File: src/rtl/mem_arbiter_if.sv
// Requester and memory signal bundle shared by the arbiter and its environment.
// The slave view is the arbiter; the master view drives requests and answers as memory.
interface mem_arbiter_if #(
    parameter int ADDRESS_SIZE = 32,
    parameter int LINE_SIZE    = 128
);
    logic                    ic_req;
    logic [ADDRESS_SIZE-1:0] ic_addr;
    logic                    ic_valid;
    logic [LINE_SIZE-1:0]    ic_rdata;

    logic                    dc_req;
    logic                    dc_we;
    logic [ADDRESS_SIZE-1:0] dc_addr;
    logic [LINE_SIZE-1:0]    dc_wdata;
    logic                    dc_valid;
    logic [LINE_SIZE-1:0]    dc_rdata;

    logic                    mem_req;
    logic                    mem_we;
    logic [ADDRESS_SIZE-1:0] mem_addr;
    logic [LINE_SIZE-1:0]    mem_wdata;
    logic                    mem_ack;
    logic [LINE_SIZE-1:0]    mem_rdata;
    logic                    mem_err;

    modport slave (
        input  ic_req, ic_addr, dc_req, dc_we, dc_addr, dc_wdata, mem_ack, mem_rdata,
        output ic_valid, ic_rdata, dc_valid, dc_rdata,
        output mem_req, mem_we, mem_addr, mem_wdata, mem_err
    );

    modport master (
        output ic_req, ic_addr, dc_req, dc_we, dc_addr, dc_wdata, mem_ack, mem_rdata,
        input  ic_valid, ic_rdata, dc_valid, dc_rdata,
        input  mem_req, mem_we, mem_addr, mem_wdata, mem_err
    );
endinterface

File: src/rtl/mem_arbiter.sv
// Shares one line-wide memory port between the instruction- and data-miss paths.
// Data has fixed priority; a watchdog aborts memory transactions that never acknowledge.
module mem_arbiter #(
    parameter int ADDRESS_SIZE = 32,
    parameter int LINE_SIZE    = 128,
    parameter int TIMEOUT      = 255
) (
    input  logic         clk,
    input  logic         reset,
    mem_arbiter_if.slave bus
);
    localparam int              WD_W     = $clog2(TIMEOUT + 1);
    localparam logic [WD_W-1:0] WD_LIMIT = WD_W'(TIMEOUT);

    // IDLE: wait for a request | BUSY_I/BUSY_D: memory handshake | RESP: one-cycle valid
    typedef enum logic [1:0] { IDLE, BUSY_I, BUSY_D, RESP } state_t;

    state_t                  state_q, state_d;
    logic [WD_W-1:0]         wd_q, wd_d;
    logic                    mem_req_q, mem_req_d;
    logic                    mem_we_q, mem_we_d;
    logic [ADDRESS_SIZE-1:0] mem_addr_q, mem_addr_d;
    logic [LINE_SIZE-1:0]    mem_wdata_q, mem_wdata_d;
    logic                    mem_err_q, mem_err_d;
    logic                    ic_valid_q, ic_valid_d;
    logic [LINE_SIZE-1:0]    ic_rdata_q, ic_rdata_d;
    logic                    dc_valid_q, dc_valid_d;
    logic [LINE_SIZE-1:0]    dc_rdata_q, dc_rdata_d;

    always_ff @(posedge clk or negedge reset) begin
        if (!reset) begin
            state_q     <= IDLE;
            wd_q        <= '0;
            mem_req_q   <= 1'b0;
            mem_we_q    <= 1'b0;
            mem_addr_q  <= '0;
            mem_wdata_q <= '0;
            mem_err_q   <= 1'b0;
            ic_valid_q  <= 1'b0;
            ic_rdata_q  <= '0;
            dc_valid_q  <= 1'b0;
            dc_rdata_q  <= '0;
        end else begin
            state_q     <= state_d;
            wd_q        <= wd_d;
            mem_req_q   <= mem_req_d;
            mem_we_q    <= mem_we_d;
            mem_addr_q  <= mem_addr_d;
            mem_wdata_q <= mem_wdata_d;
            mem_err_q   <= mem_err_d;
            ic_valid_q  <= ic_valid_d;
            ic_rdata_q  <= ic_rdata_d;
            dc_valid_q  <= dc_valid_d;
            dc_rdata_q  <= dc_rdata_d;
        end
    end

    always_comb begin
        state_d     = state_q;
        wd_d        = wd_q;
        mem_req_d   = mem_req_q;
        mem_we_d    = mem_we_q;
        mem_addr_d  = mem_addr_q;
        mem_wdata_d = mem_wdata_q;
        mem_err_d   = mem_err_q;
        ic_valid_d  = 1'b0;
        ic_rdata_d  = ic_rdata_q;
        dc_valid_d  = 1'b0;
        dc_rdata_d  = dc_rdata_q;

        case (state_q)
            IDLE: begin
                if (bus.dc_req) begin
                    state_d     = BUSY_D;
                    mem_req_d   = 1'b1;
                    mem_we_d    = bus.dc_we;
                    mem_addr_d  = bus.dc_addr;
                    mem_wdata_d = bus.dc_wdata;
                    wd_d        = '0;
                end else if (bus.ic_req) begin
                    state_d     = BUSY_I;
                    mem_req_d   = 1'b1;
                    mem_we_d    = 1'b0;
                    mem_addr_d  = bus.ic_addr;
                    mem_wdata_d = '0;
                    wd_d        = '0;
                end
            end

            BUSY_I, BUSY_D: begin
                wd_d = wd_q + 1'b1;
                // An acknowledge on the final watchdog cycle still completes normally.
                if (bus.mem_ack) begin
                    state_d   = RESP;
                    mem_req_d = 1'b0;
                    if (state_q == BUSY_I) begin
                        ic_valid_d = 1'b1;
                        ic_rdata_d = bus.mem_rdata;
                    end else begin
                        dc_valid_d = 1'b1;
                        if (!mem_we_q) begin
                            dc_rdata_d = bus.mem_rdata;
                        end
                    end
                end else if (wd_d == WD_LIMIT) begin
                    state_d   = RESP;
                    mem_req_d = 1'b0;
                    mem_err_d = 1'b1;
                    if (state_q == BUSY_I) begin
                        ic_valid_d = 1'b1;
                        ic_rdata_d = '0;
                    end else begin
                        dc_valid_d = 1'b1;
                        dc_rdata_d = '0;
                    end
                end
            end

            RESP: begin
                wd_d    = '0;
                state_d = IDLE;
            end

            default: begin
                state_d = IDLE;
            end
        endcase
    end

    assign bus.mem_req   = mem_req_q;
    assign bus.mem_we    = mem_we_q;
    assign bus.mem_addr  = mem_addr_q;
    assign bus.mem_wdata = mem_wdata_q;
    assign bus.mem_err   = mem_err_q;
    assign bus.ic_valid  = ic_valid_q;
    assign bus.ic_rdata  = ic_rdata_q;
    assign bus.dc_valid  = dc_valid_q;
    assign bus.dc_rdata  = dc_rdata_q;
endmodule

File: src/flat_wrapper.sv
// flat-port wrapper written by rule: the top's interface ports become plain ports
module mem_arbiter_flat 
#(
    parameter int ADDRESS_SIZE = 32,
    parameter int LINE_SIZE    = 128,
    parameter int TIMEOUT      = 255
)
  (clk, reset, bus_ic_req, bus_ic_addr, bus_dc_req, bus_dc_we, bus_dc_addr, bus_dc_wdata, bus_mem_ack, bus_mem_rdata, bus_ic_valid, bus_ic_rdata, bus_dc_valid, bus_dc_rdata, bus_mem_req, bus_mem_we, bus_mem_addr, bus_mem_wdata, bus_mem_err);
  mem_arbiter_if #(.ADDRESS_SIZE(ADDRESS_SIZE), .LINE_SIZE(LINE_SIZE)) bus_i ();
  input  logic clk;
  input  logic reset;
  input wire logic [$bits(bus_i.ic_req)-1:0] bus_ic_req;
  input wire logic [$bits(bus_i.ic_addr)-1:0] bus_ic_addr;
  input wire logic [$bits(bus_i.dc_req)-1:0] bus_dc_req;
  input wire logic [$bits(bus_i.dc_we)-1:0] bus_dc_we;
  input wire logic [$bits(bus_i.dc_addr)-1:0] bus_dc_addr;
  input wire logic [$bits(bus_i.dc_wdata)-1:0] bus_dc_wdata;
  input wire logic [$bits(bus_i.mem_ack)-1:0] bus_mem_ack;
  input wire logic [$bits(bus_i.mem_rdata)-1:0] bus_mem_rdata;
  output wire logic [$bits(bus_i.ic_valid)-1:0] bus_ic_valid;
  output wire logic [$bits(bus_i.ic_rdata)-1:0] bus_ic_rdata;
  output wire logic [$bits(bus_i.dc_valid)-1:0] bus_dc_valid;
  output wire logic [$bits(bus_i.dc_rdata)-1:0] bus_dc_rdata;
  output wire logic [$bits(bus_i.mem_req)-1:0] bus_mem_req;
  output wire logic [$bits(bus_i.mem_we)-1:0] bus_mem_we;
  output wire logic [$bits(bus_i.mem_addr)-1:0] bus_mem_addr;
  output wire logic [$bits(bus_i.mem_wdata)-1:0] bus_mem_wdata;
  output wire logic [$bits(bus_i.mem_err)-1:0] bus_mem_err;
  assign bus_i.ic_req = bus_ic_req;
  assign bus_i.ic_addr = bus_ic_addr;
  assign bus_i.dc_req = bus_dc_req;
  assign bus_i.dc_we = bus_dc_we;
  assign bus_i.dc_addr = bus_dc_addr;
  assign bus_i.dc_wdata = bus_dc_wdata;
  assign bus_i.mem_ack = bus_mem_ack;
  assign bus_i.mem_rdata = bus_mem_rdata;
  assign bus_ic_valid = bus_i.ic_valid;
  assign bus_ic_rdata = bus_i.ic_rdata;
  assign bus_dc_valid = bus_i.dc_valid;
  assign bus_dc_rdata = bus_i.dc_rdata;
  assign bus_mem_req = bus_i.mem_req;
  assign bus_mem_we = bus_i.mem_we;
  assign bus_mem_addr = bus_i.mem_addr;
  assign bus_mem_wdata = bus_i.mem_wdata;
  assign bus_mem_err = bus_i.mem_err;
  mem_arbiter #(.ADDRESS_SIZE(ADDRESS_SIZE), .LINE_SIZE(LINE_SIZE), .TIMEOUT(TIMEOUT)) u_core (.clk(clk), .reset(reset), .bus(bus_i));
endmodule
File: config.mk
export PLATFORM = sky130hd
export DESIGN_NAME = mem_arbiter_flat
export DESIGN_NICKNAME = d
export VERILOG_FILES = /design/src/rtl/mem_arbiter_if.sv /design/src/rtl/mem_arbiter.sv /design/src/flat_wrapper.sv
export SDC_FILE = /design/constraint.sdc
export NUM_CORES = 1
export LEC_CHECK = 0
export ABC_AREA = 1
export BUFFER_PORTS_ARGS = -buffer_cell sky130_fd_sc_hd__buf_2
export CAP_MARGIN = 20
export CORE_AREA = 2 2 294 296
export CTS_BUF_LIST = sky130_fd_sc_hd__clkbuf_8 sky130_fd_sc_hd__clkbuf_16
export CTS_CLUSTER_DIAMETER = 200
export DETAILED_ROUTE_END_ITERATION = 16
export DIE_AREA = 0 0 296 298
export HOLD_SLACK_MARGIN = 0.06
export PLACE_DENSITY = 0.49
export SETUP_SLACK_MARGIN = 0.4
export SYNTH_ARGS = -nofsm -noshare
export SYNTH_HDL_FRONTEND = slang
export SYNTH_SLANG_ARGS = --single-unit
File: constraint.sdc
create_clock -name clk -period 2.23 [get_ports clk]
set_clock_uncertainty 0.2 [all_clocks]
set_input_delay 0.3345 -clock clk [delete_from_list [all_inputs] [get_ports clk]]
set_output_delay 0.3345 -clock clk [all_outputs]
set_load 0.01 [all_outputs]
Yosys cells after proc, flatten, opt, wreduce, memory -nomap -nowiden. Cells that the tools add are included.

Register bits: 431. Output and inout bits: 421.

$add $sub $neg: 1. Eq/ne operators: 7. Mux-type cells: 36. Bitwise logic cells: 2. Reductions and logical operators: 11.

Operators by type and width (count): 2-to-1 mux 128 bit (11); 2-to-1 mux 32 bit (2); case mux 8 bit (3 select lines) (1); 2-to-1 mux 8 bit (2); 2-to-1 mux 1 bit (14); AND reduction 3 bit (3); adder 8 x 1 -> 8 bit, second input constant (1); == test 8 bit, second input constant (1); 2-to-1 mux 2 bit (4); case mux 2 bit (3 select lines) (1); nonzero test 2 bit (3); == test 2 bit, second input constant (2); AND reduction 2 bit (2); AND reduction 4 bit (1); inequality test 3 x 2 -> 1 bit, second input constant (1); inequality test 3 bit, second input constant (1); == test 2 x 1 -> 1 bit, second input constant (1); zero test 2 bit (1); inequality test 2 bit, second input constant (1); inverter 1 bit (2); case mux 1 bit (2 select lines) (1); OR reduction 2 bit (1).

Longest topological paths before layout. Gate-level depths: netlist (run 1).

Depth after elaboration: 5. Gate-level depth with buffers: 14. Depth with buffers taken out: 12.

Worst setup path after synthesis (run 1). OpenSTA, ideal clock, no wires.

Kind: register -> register. Start: register u_core.state_q[0]. End: register u_core.mem_addr_q[10], in the netlist u_core.bus.mem_addr[10]. Arrival time: 1742 ps. Slack: 211 ps. Stages on the path, launching flop included: 11. Buffers on the path: 4. Cell sequence: dfrtp_1 > inv_1 > ha_1 > buf_2 > inv_1 > buf_2 > clkbuf_1 > nor2_2 > buf_2 > nor2_1 > a21oi_1.

Cells in the longest elaborated chain, start to end: 2.

RTL lines: start, declared (RTL line mem_arbiter.sv:18) `state_t state_q, state_d;`; start signal, assigned (RTL line mem_arbiter.sv:44) `state_q <= state_d;`; zero test 2 bit (RTL line mem_arbiter.sv:71) `case (state_q)`; AND reduction 2 bit (no source line); end signal, assigned (RTL line mem_arbiter.sv:48) `mem_addr_q <= mem_addr_d;`; end, declared (RTL line mem_arbiter.sv:22) `logic [ADDRESS_SIZE-1:0] mem_addr_q, mem_addr_d;`.

Every way passes these cells. A chain may end at the register's enable or synchronous reset.

Worst setup path in the final report (run 1).
Start: register u_core.wd_q[0]. End: register u_core.dc_rdata_q[75], in the netlist u_core.bus.dc_rdata[75].

Cells in the longest elaborated chain, start to end: 4.

RTL lines: start, declared (RTL line mem_arbiter.sv:19) `logic [WD_W-1:0] wd_q, wd_d;`; start signal, assigned (RTL line mem_arbiter.sv:45) `wd_q <= wd_d;`; adder 8 x 1 -> 8 bit (RTL line mem_arbiter.sv:91) `wd_d = wd_q + 1'b1;`; == test 8 bit (RTL line mem_arbiter.sv:105) `end else if (wd_d == WD_LIMIT) begin`; nonzero test 2 bit (no source line); AND reduction 4 bit (no source line); end signal, assigned (RTL line mem_arbiter.sv:54) `dc_rdata_q <= dc_rdata_d;`; end, declared (RTL line mem_arbiter.sv:28) `logic [LINE_SIZE-1:0] dc_rdata_q, dc_rdata_d;`.

Every way passes these cells.

==> flow_metrics.tcl, run 1 <==
set metrics [dict create \
    cp_slowest_cell "dfrtp_1" \
    std_cell_rows 107 \
    max_cap_violations 0 \
    largest_fanout_on_the_critical_path 6 \
    postSynthRegisterBits 431 \
    postRouteAntennaNets 0 \
    drc 0 \
    crit_path_start_kind "flip-flop" \
    detail_route.first_pass.iterations 7 \
    critical_path_buf_inv_count 3 \
    detail_route.wirelength_um 84790 \
    vias_per_cell 4.429 \
    rsz_0062_raised_after_global_routing "true" \
    p_leak_nw 17.05 \
    grt_overflow_total 0 \
    floorplan.core_area_mm2 0.08488 \
    grt_max_degree 85 \
    port_buffers 746 \
    die_w_um 296 \
    nets 3626 \
    yosysWarnings 0 \
    synth_cell_type_count 22 \
    dr_total_vias 19837 \
    period_share 1.016 \
    final.setup.worst_slack_ps -35.89 \
    cp.depth 14 \
    antenna_violations_before_repair 2 \
    crit_path_cell_trace "ha_4 > inv_2 > nand2_2 > nand2_2 > nor2_4 > nand3_2 > nor2_4 > nand2_2 > nand2_4 > nand3_4 > buf_12 > clkbuf_16 > nand2_2 > nand2_1" \
    relSlewSlack 0.4060 \
    synth_fp_nets 2557 \
    mappedNetlistArea_mm2 0.01913 \
    critPathCapture "u_core.bus.dc_rdata[75]" \
    finalSetupViolCount 110 \
    crit_path_dat_ps 2540 \
    power.density_mw_per_mm2 1363 \
    first_pass_grt_wire_length_um 120200 \
    floorplan.die.height_um 298 \
    worst_r2r_startpoint "u_core.wd_q[0]" \
    place_congestion 0.8457 \
    r2r_cells 14 \
    tritoncts "yes" \
    num_io_pins 747 \
    critical_path_class "flip-flop to flip-flop" \
    crit_top_cell "nand2_2" \
    synth-seq-area-share 0.5638 \
    cts.clk_slew.worst_paths_ps 70 \
    tightestPinTransition_ps 891.0 \
    routed_wire_length_per_instance_um 18.93 \
    timing.fmax_mhz 441.3 \
    cts.htree.levels 2 \
    max-clock-path-buffers 3 \
    cell_at_the_root_of_the_clock_tree "clkbuf_16" \
    synthCells 2225 \
    min_period_ps 2266 \
    critPathCaptureType "flip-flop" \
    dpl.hpwl_um 55020 \
    insertion_delay_ps 580 \
    first_global_vias 19858 \
    grtUsageTotal 0.1737 \
    start_util 0.2254 \
    final_hold_viol_count 0 \
    total_power_mw 42.30 \
    numClockSinks 431 \
    tritoncts_buffer_count 52 \
    die-area_mm2 0.08821 \
    cp_data_required_time_ps 2500 \
    top_cell_family_by_delay_on_the_critical_path "simple AND/OR/NAND/NOR gates" \
    syn_area_per_cell_um2 8.598 \
    drt-initial-drc-count 1143 \
    slew_viol_final 0 \
    r2r-end "u_core.bus.dc_rdata[75]" \
    drive_gt1_frac 0.3363 \
    min_path_type "input pin to async pin" \
    setup.reg_to_reg.worst_slack_ps -40 \
    critical_path.max_stage_delay_ps 430 \
    peakVddDrop_v 0.0006437 \
    failing_checks "negative setup slack" \
    syn2layout_area_growth_pct 62.16 \
    whs_ps 104.1 \
    run_status "complete, but fails checks" \
    crit_path_start "u_core.wd_q[0]" \
]
-- worst min path at each step --
stage	start	to	slack, ps	cells after the start
after global routing	reset	u_core.bus.dc_rdata[33]	120	2
after global placement	reset	u_core.bus.dc_rdata[33]	150	1
after CTS	reset	u_core.bus.dc_rdata[33]	90	2
after floorplan	reset	u_core.bus.dc_rdata[0]	-160	0
after detailed placement	reset	u_core.bus.dc_rdata[33]	150	1
final	reset	u_core.bus.dc_rdata[26]	100	2
-- placed cells by master (no fill, tap or decap), types with 2 or more instances in the layout --
| cell type | n |
|---|---|
| nand3_2 | 3 |
| inv_1 | 146 |
| nand4_1 | 257 |
| buf_16 | 7 |
| clkinv_4 | 2 |
| ha_4 | 3 |
| inv_2 | 4 |
| dfrtp_1 | 426 |
| nor2_1 | 36 |
| nor2_4 | 5 |
| clkbuf_16 | 71 |
| nand2_2 | 84 |
| o21ai_1 | 4 |
| a21oi_1 | 33 |
| bufinv_16 | 5 |
| mux2i_1 | 33 |
| clkinvlp_4 | 3 |
| nor2_2 | 3 |
| nand2_4 | 36 |
| nand3_1 | 135 |
| o21ai_2 | 2 |
| clkbuf_8 | 13 |
| o22ai_1 | 4 |
| buf_12 | 36 |
| nand2_1 | 679 |
| buf_4 | 63 |
| dlygate4sd3_1 | 324 |
| buf_8 | 8 |
| ha_1 | 3 |
| nand3_4 | 2 |
| diode_2 | 2 |
| buf_2 | 742 |
| buf_6 | 9 |
| dfrtp_2 | 5 |
| o21ai_0 | 130 |
| clkinv_2 | 8 |
-- Yosys cell counts, drive strengths merged --
library cell,count,area (um2)
nand4,257,1608
o21ai,136,680.7
nand2,799,3004
nor2,44,170.2
a21oi,34,170.2
mux2i,33,330.3
inv,143,536.8
xor2,1,8.760
clkbuf,142,533.0
buf,54,489.2
a31o,1,8.760
ha,6,75.07
dfrtp,431,10790
o22ai,4,25.02
nand3,140,705.7
-- layer usage --
layer	share of wire	global-route usage	vias up	routed length (um)
met3	0.065	0.03976	182	5506
met5	0.00013	0	-	11
li1	-	-	9467	-
met1	0.41	0.2119	9452	34370
met2	0.49	0.2895	734	41160
met4	0.044	0.08033	2	3753
-- state kept, by name (all words and copies together) (netlist names) --
signal / count
u_core.bus.dc_rdata: 128
u_core.bus.dc_valid: 1
u_core.bus.ic_rdata: 128
u_core.bus.ic_valid: 1
u_core.bus.mem_addr: 32
u_core.bus.mem_err: 1
u_core.bus.mem_req: 1
u_core.bus.mem_wdata: 128
u_core.bus.mem_we: 1
u_core.state_q: 2
u_core.wd_q: 8
-- layout make-up --
cell class,count,area [um2]
antenna,2,5.005
inverter,143,539.3
timing repair buffer,1211,9081
clock buffer,65,1491
sequential,431,10790
fill,8818,53860
multi-input combinational,1455,7393
tap,1144,1431
clock inverter,28,289.0
-- worst register-to-register path: stages (launching register included) --
cell	delay, ps
dfrtp_1	430
ha_4	190
inv_2	40
nand2_2	50
nand2_2	70
nor2_4	110
nand3_2	100
nor2_4	100
nand2_2	80
nand2_4	120
nand3_4	160
buf_12	210
clkbuf_16	190
nand2_2	70
nand2_1	40
-- timing repair --
action | 4_1_cts | 5_1_grt
pin swaps | 4 | 12
setup endpoints to repair | 351 | 429
hold endpoints to repair | 848 | 0
resized for setup | 5 | 213
setup buffers | 2 | 12
hold buffers | 325 | 0
gates cloned | 1 | 26
-- stage by stage --
step,instance area [um2],cells,TNS (ps),worst slack [ps],util
finish,31020,4479,-1367,-35.89,0.3655
global route,31020,4478,-25110,-155.0,0.3655
CTS,29660,4439,0,33.06,0.3494
detailed placement,24560,4018,0,2.706,0.2894
global placement,24560,4018,-8.409,-4.841,0.2894
floorplan,19230,2225,0,295.9,-
-- report_power, final --
group          internal, mW  switching, mW  leakage [nW]
combinational          7.76           12.2          10.7
clock                  5.29           3.58         0.907
sequential             11.3           2.11          5.48
-- cells by family (layout without fill, tap and decap cells) --
logic type,count (synthesis),after routing,synth area share
compound gates,175,175,0.04624
xor+xnor,1,1,0.0004579
fa+ha+maj,6,6,0.003924
buf+inv,339,1447,0.08149
flops,431,431,0.5638
mux,33,33,0.01727
other cells,0,2,0
simple gates,1240,1240,0.2869
Power figures use the tool's default switching activity.
==> run 2, diff against run 1 <==
ABC_AREA = not set   (was 1)
CORE_AREA = 5 5 289 291   (was 2 2 294 296)
DIE_AREA = 0 0 294 296   (was 0 0 296 298)
MAX_ROUTING_LAYER = met4   (was not set)
==> flow_metrics.tcl, run 2 <==
set metrics [dict create \
    run_status "completed" \
    p_leak_nw 13.62 \
    power.density_mw_per_mm2 1358 \
    instances_no_fill 3720 \
    wl_met2_um 37230 \
    crit_path_cell_trace "ha_4 > nand2b_4 > a211o_4 > nor4_4 > buf_6 > clkbuf_16 > nor2_1" \
    syn_area_per_cell_um2 11.78 \
    finalSetupViolCount 0 \
    cts.htree.levels 2 \
    yosysWarnings 0 \
    tightestPinTransition_ps 754.6 \
    synthCells 1508 \
    grt_overflow_total 0 \
    first_global_vias 17695 \
    detail_route.wirelength_um 73780 \
    critical_path_class "flip-flop to flip-flop" \
    cell_count_after_placement 3284 \
    num_io_pins 747 \
    multi_input_comb_area_mm2 0.006842 \
    peakVddDrop_v 0.0006811 \
    setup.reg_to_reg.worst_slack_ps 7 \
    met3_routed_wl_um 4546 \
    synth_fp_nets 1840 \
    std_cell_rows 104 \
    min_period_ps 2223 \
    max-clock-path-buffers 3 \
    max_cap_violations 0 \
    antenna_violations_before_repair 1 \
    start_util 0.2213 \
    cp_data_required_time_ps 2480 \
    ys_top_cells_by_count "dfrtp_1 (431), o21ai_0 (163), mux2i_1 (160)" \
    grt_max_degree 123 \
    dpl.hpwl_um 51430 \
    r2r_cells 7 \
    numClockSinks 431 \
    nets 2953 \
    cell_at_the_root_of_the_clock_tree "clkbuf_16" \
    post-synth-top-count-cell "dfrtp_1" \
    synth-seq-area-share 0.6071 \
    power.net_switching_mw 14.84 \
    dr_total_vias 16491 \
    total_power_mw 39.69 \
    syn2layout_area_growth_pct 64.50 \
    largest_fanout_on_the_critical_path 17 \
    port_buffers 746 \
    drive_gt1_frac 0.3844 \
    final_hold_viol_count 0 \
    floorplan.die.height_um 296 \
    register_area_mm2 0.01079 \
    layout_commonest_cell "buf_2" \
    switching_share 0.3740 \
    post-synth-top-area-fraction 0.6071 \
    detail_route.first_pass.iterations 5 \
    mappedNetlistArea_mm2 0.01777 \
    grtUsageTotal 0.1603 \
    critical_path.max_stage_delay_ps 440 \
    min_path_type "input pin to async pin" \
    async_reset_ff_frac 1.000 \
    filler_cell_count 7806 \
    synth-edff-count 0 \
    rsz_0062_raised_after_global_routing "true" \
    pwr-share-seq 0.346 \
    slew_viol_final 0 \
    die_w_um 294 \
    place_congestion 0.8486 \
    fin_util 0.3640 \
    met1_length_um 29470 \
    power.internal_mw 24.85 \
    floorplan.core_area_mm2 0.08029 \
    highest_layer "met4" \
    die-area_mm2 0.08702 \
    first_pass_grt_wire_length_um 107000 \
    leading_area_contributor_after_synthesis "dfrtp_1" \
    most_frequent_cells_in_the_layout "buf_2 (744), dfrtp_1 (428), dlygate4sd3_1 (323)" \
    period_share 0.9967 \
    timing.fmax_mhz 449.9 \
    critPathCaptureType "flip-flop" \
    synth_cell_type_count 40 \
    synth.top_cells.by_area "dfrtp_1 (61%), mux2i_1 (9.0%), a22o_1 (6.6%), a22oi_1 (5.4%), nand2b_1 (4.6%)" \
    relSlewSlack 0.4969 \
    r2r-end "u_core.bus.dc_rdata[6]" \
    worst_r2r_startpoint "u_core.wd_q[0]" \
    postRouteAntennaNets 0 \
    insertion_delay_ps 570 \
    routed_wire_length_per_instance_um 19.83 \
    cts.clk_slew.worst_paths_ps 60 \
    drc 0 \
    drt-initial-drc-count 799 \
    tritoncts_buffer_count 49 \
    postSynthRegisterBits 431 \
    crit_path_dat_ps 2470 \
    pwr-share-comb 0.435 \
    tritoncts "yes" \
    synth-main-ff-cell "dfrtp_1" \
    cp_slowest_cell "dfrtp_2" \
    vias_per_cell 4.433 \
    power.clock.fraction 0.219 \
    crit_path_start_kind "flip-flop" \
]
## run 2: cell types whose count changed after synthesis, moves of 89 or more
cell / delta
a22o_1: +133
nand4_1: -257
inv_1: -139
nand2_1: -752
nor2_1: +89
nand2b_1: +132
nand3_1: -135
mux2i_1: +127
a22oi_1: +128
## run 2: cell families after synthesis
family	Yosys count	share of synthesized area
muxes	161	0.09078
and+or+nand+nor	334	0.09310
AOI/OAI and AO/OA	443	0.1735
adders and majority gates	6	0.004226
buffers and inverters	132	0.03078
xor gates and xnor gates	1	0.0004931
DFF	431	0.6071
## run 2: through the flow
step / hold slack, ps / setup WS [ps] / setup TNS [ps] / cell area, um2
floorplan: -161.1 / 204.0 / 0 / 18210
global placement: 149.8 / 22.68 / 0 / 23530
detailed placement: 149.8 / 3.979 / 0 / 23530
CTS: 79.07 / 17.78 / 0 / 28620
global route: 119.3 / -53.88 / -2831 / 29220
finish: 129.1 / 7.327 / 0 / 29220
## run 2: critical path, delay by kind of cell (launching register included)
family / cells / cell delay (ps)
AOI/OAI and AO/OA: 1 / 370
adders and majority gates: 1 / 180
buffers and inverters: 2 / 480
DFF: 1 / 440
and+or+nand+nor: 3 / 400
## run 2: what timing repair did
item / 4_1_cts / 5_1_grt
endpoints found under the hold margin: 850 / 0
gates cloned: 0 / 12
buffers inserted: 5 / 6
pin swaps: 0 / 23
endpoints found under the setup margin: 271 / 329
resized for setup: 16 / 84
hold buffers: 323 / 0
## run 2: power by group through the flow
stage / registers [mW] / clock network [mW] / logic (mW)
after floorplan: 14.9 / 0 / 7.52
after global placement: 13.7 / 0 / 16.0
after detailed placement: 13.7 / 0 / 16.2
after CTS: 13.7 / 8.97 / 16.7
after global routing: 14.1 / 9.29 / 18.8
final: 13.7 / 8.71 / 17.3
## run 2: area by class of cell
class | instances | share of cell area
clock buffer | 62 | 0.04885
antenna | 1 | 0.00008563
sequential | 431 | 0.3692
inverter | 4 | 0.0005138
timing repair buffer | 1190 | 0.2908
clock inverter | 27 | 0.01105
tap | 1060 | 0.04538
multi-input combinational | 945 | 0.2341
## run 2: how the worst max path moves through the flow
stage / from / to / slack [ps] / cells after the start
after floorplan: u_core.state_q[0] / u_core.bus.dc_rdata[0] / 200 / 9
after global placement: u_core.wd_q[1] / u_core.bus.dc_rdata[68] / 20 / 7
after detailed placement: u_core.wd_q[1] / u_core.bus.dc_rdata[64] / 4 / 7
after CTS: u_core.wd_q[0] / u_core.bus.dc_rdata[55] / 20 / 7
after global routing: u_core.wd_q[0] / u_core.bus.dc_rdata[50] / -50 / 7
final: u_core.wd_q[0] / u_core.bus.dc_rdata[6] / 7 / 7
## run 2: per-layer routing
metal	global-route usage	up-vias
li1	-	7646
met1	0.1892	8121
met2	0.2761	609
met3	0.03003	115
met4	0.05481	0
met5	-	-
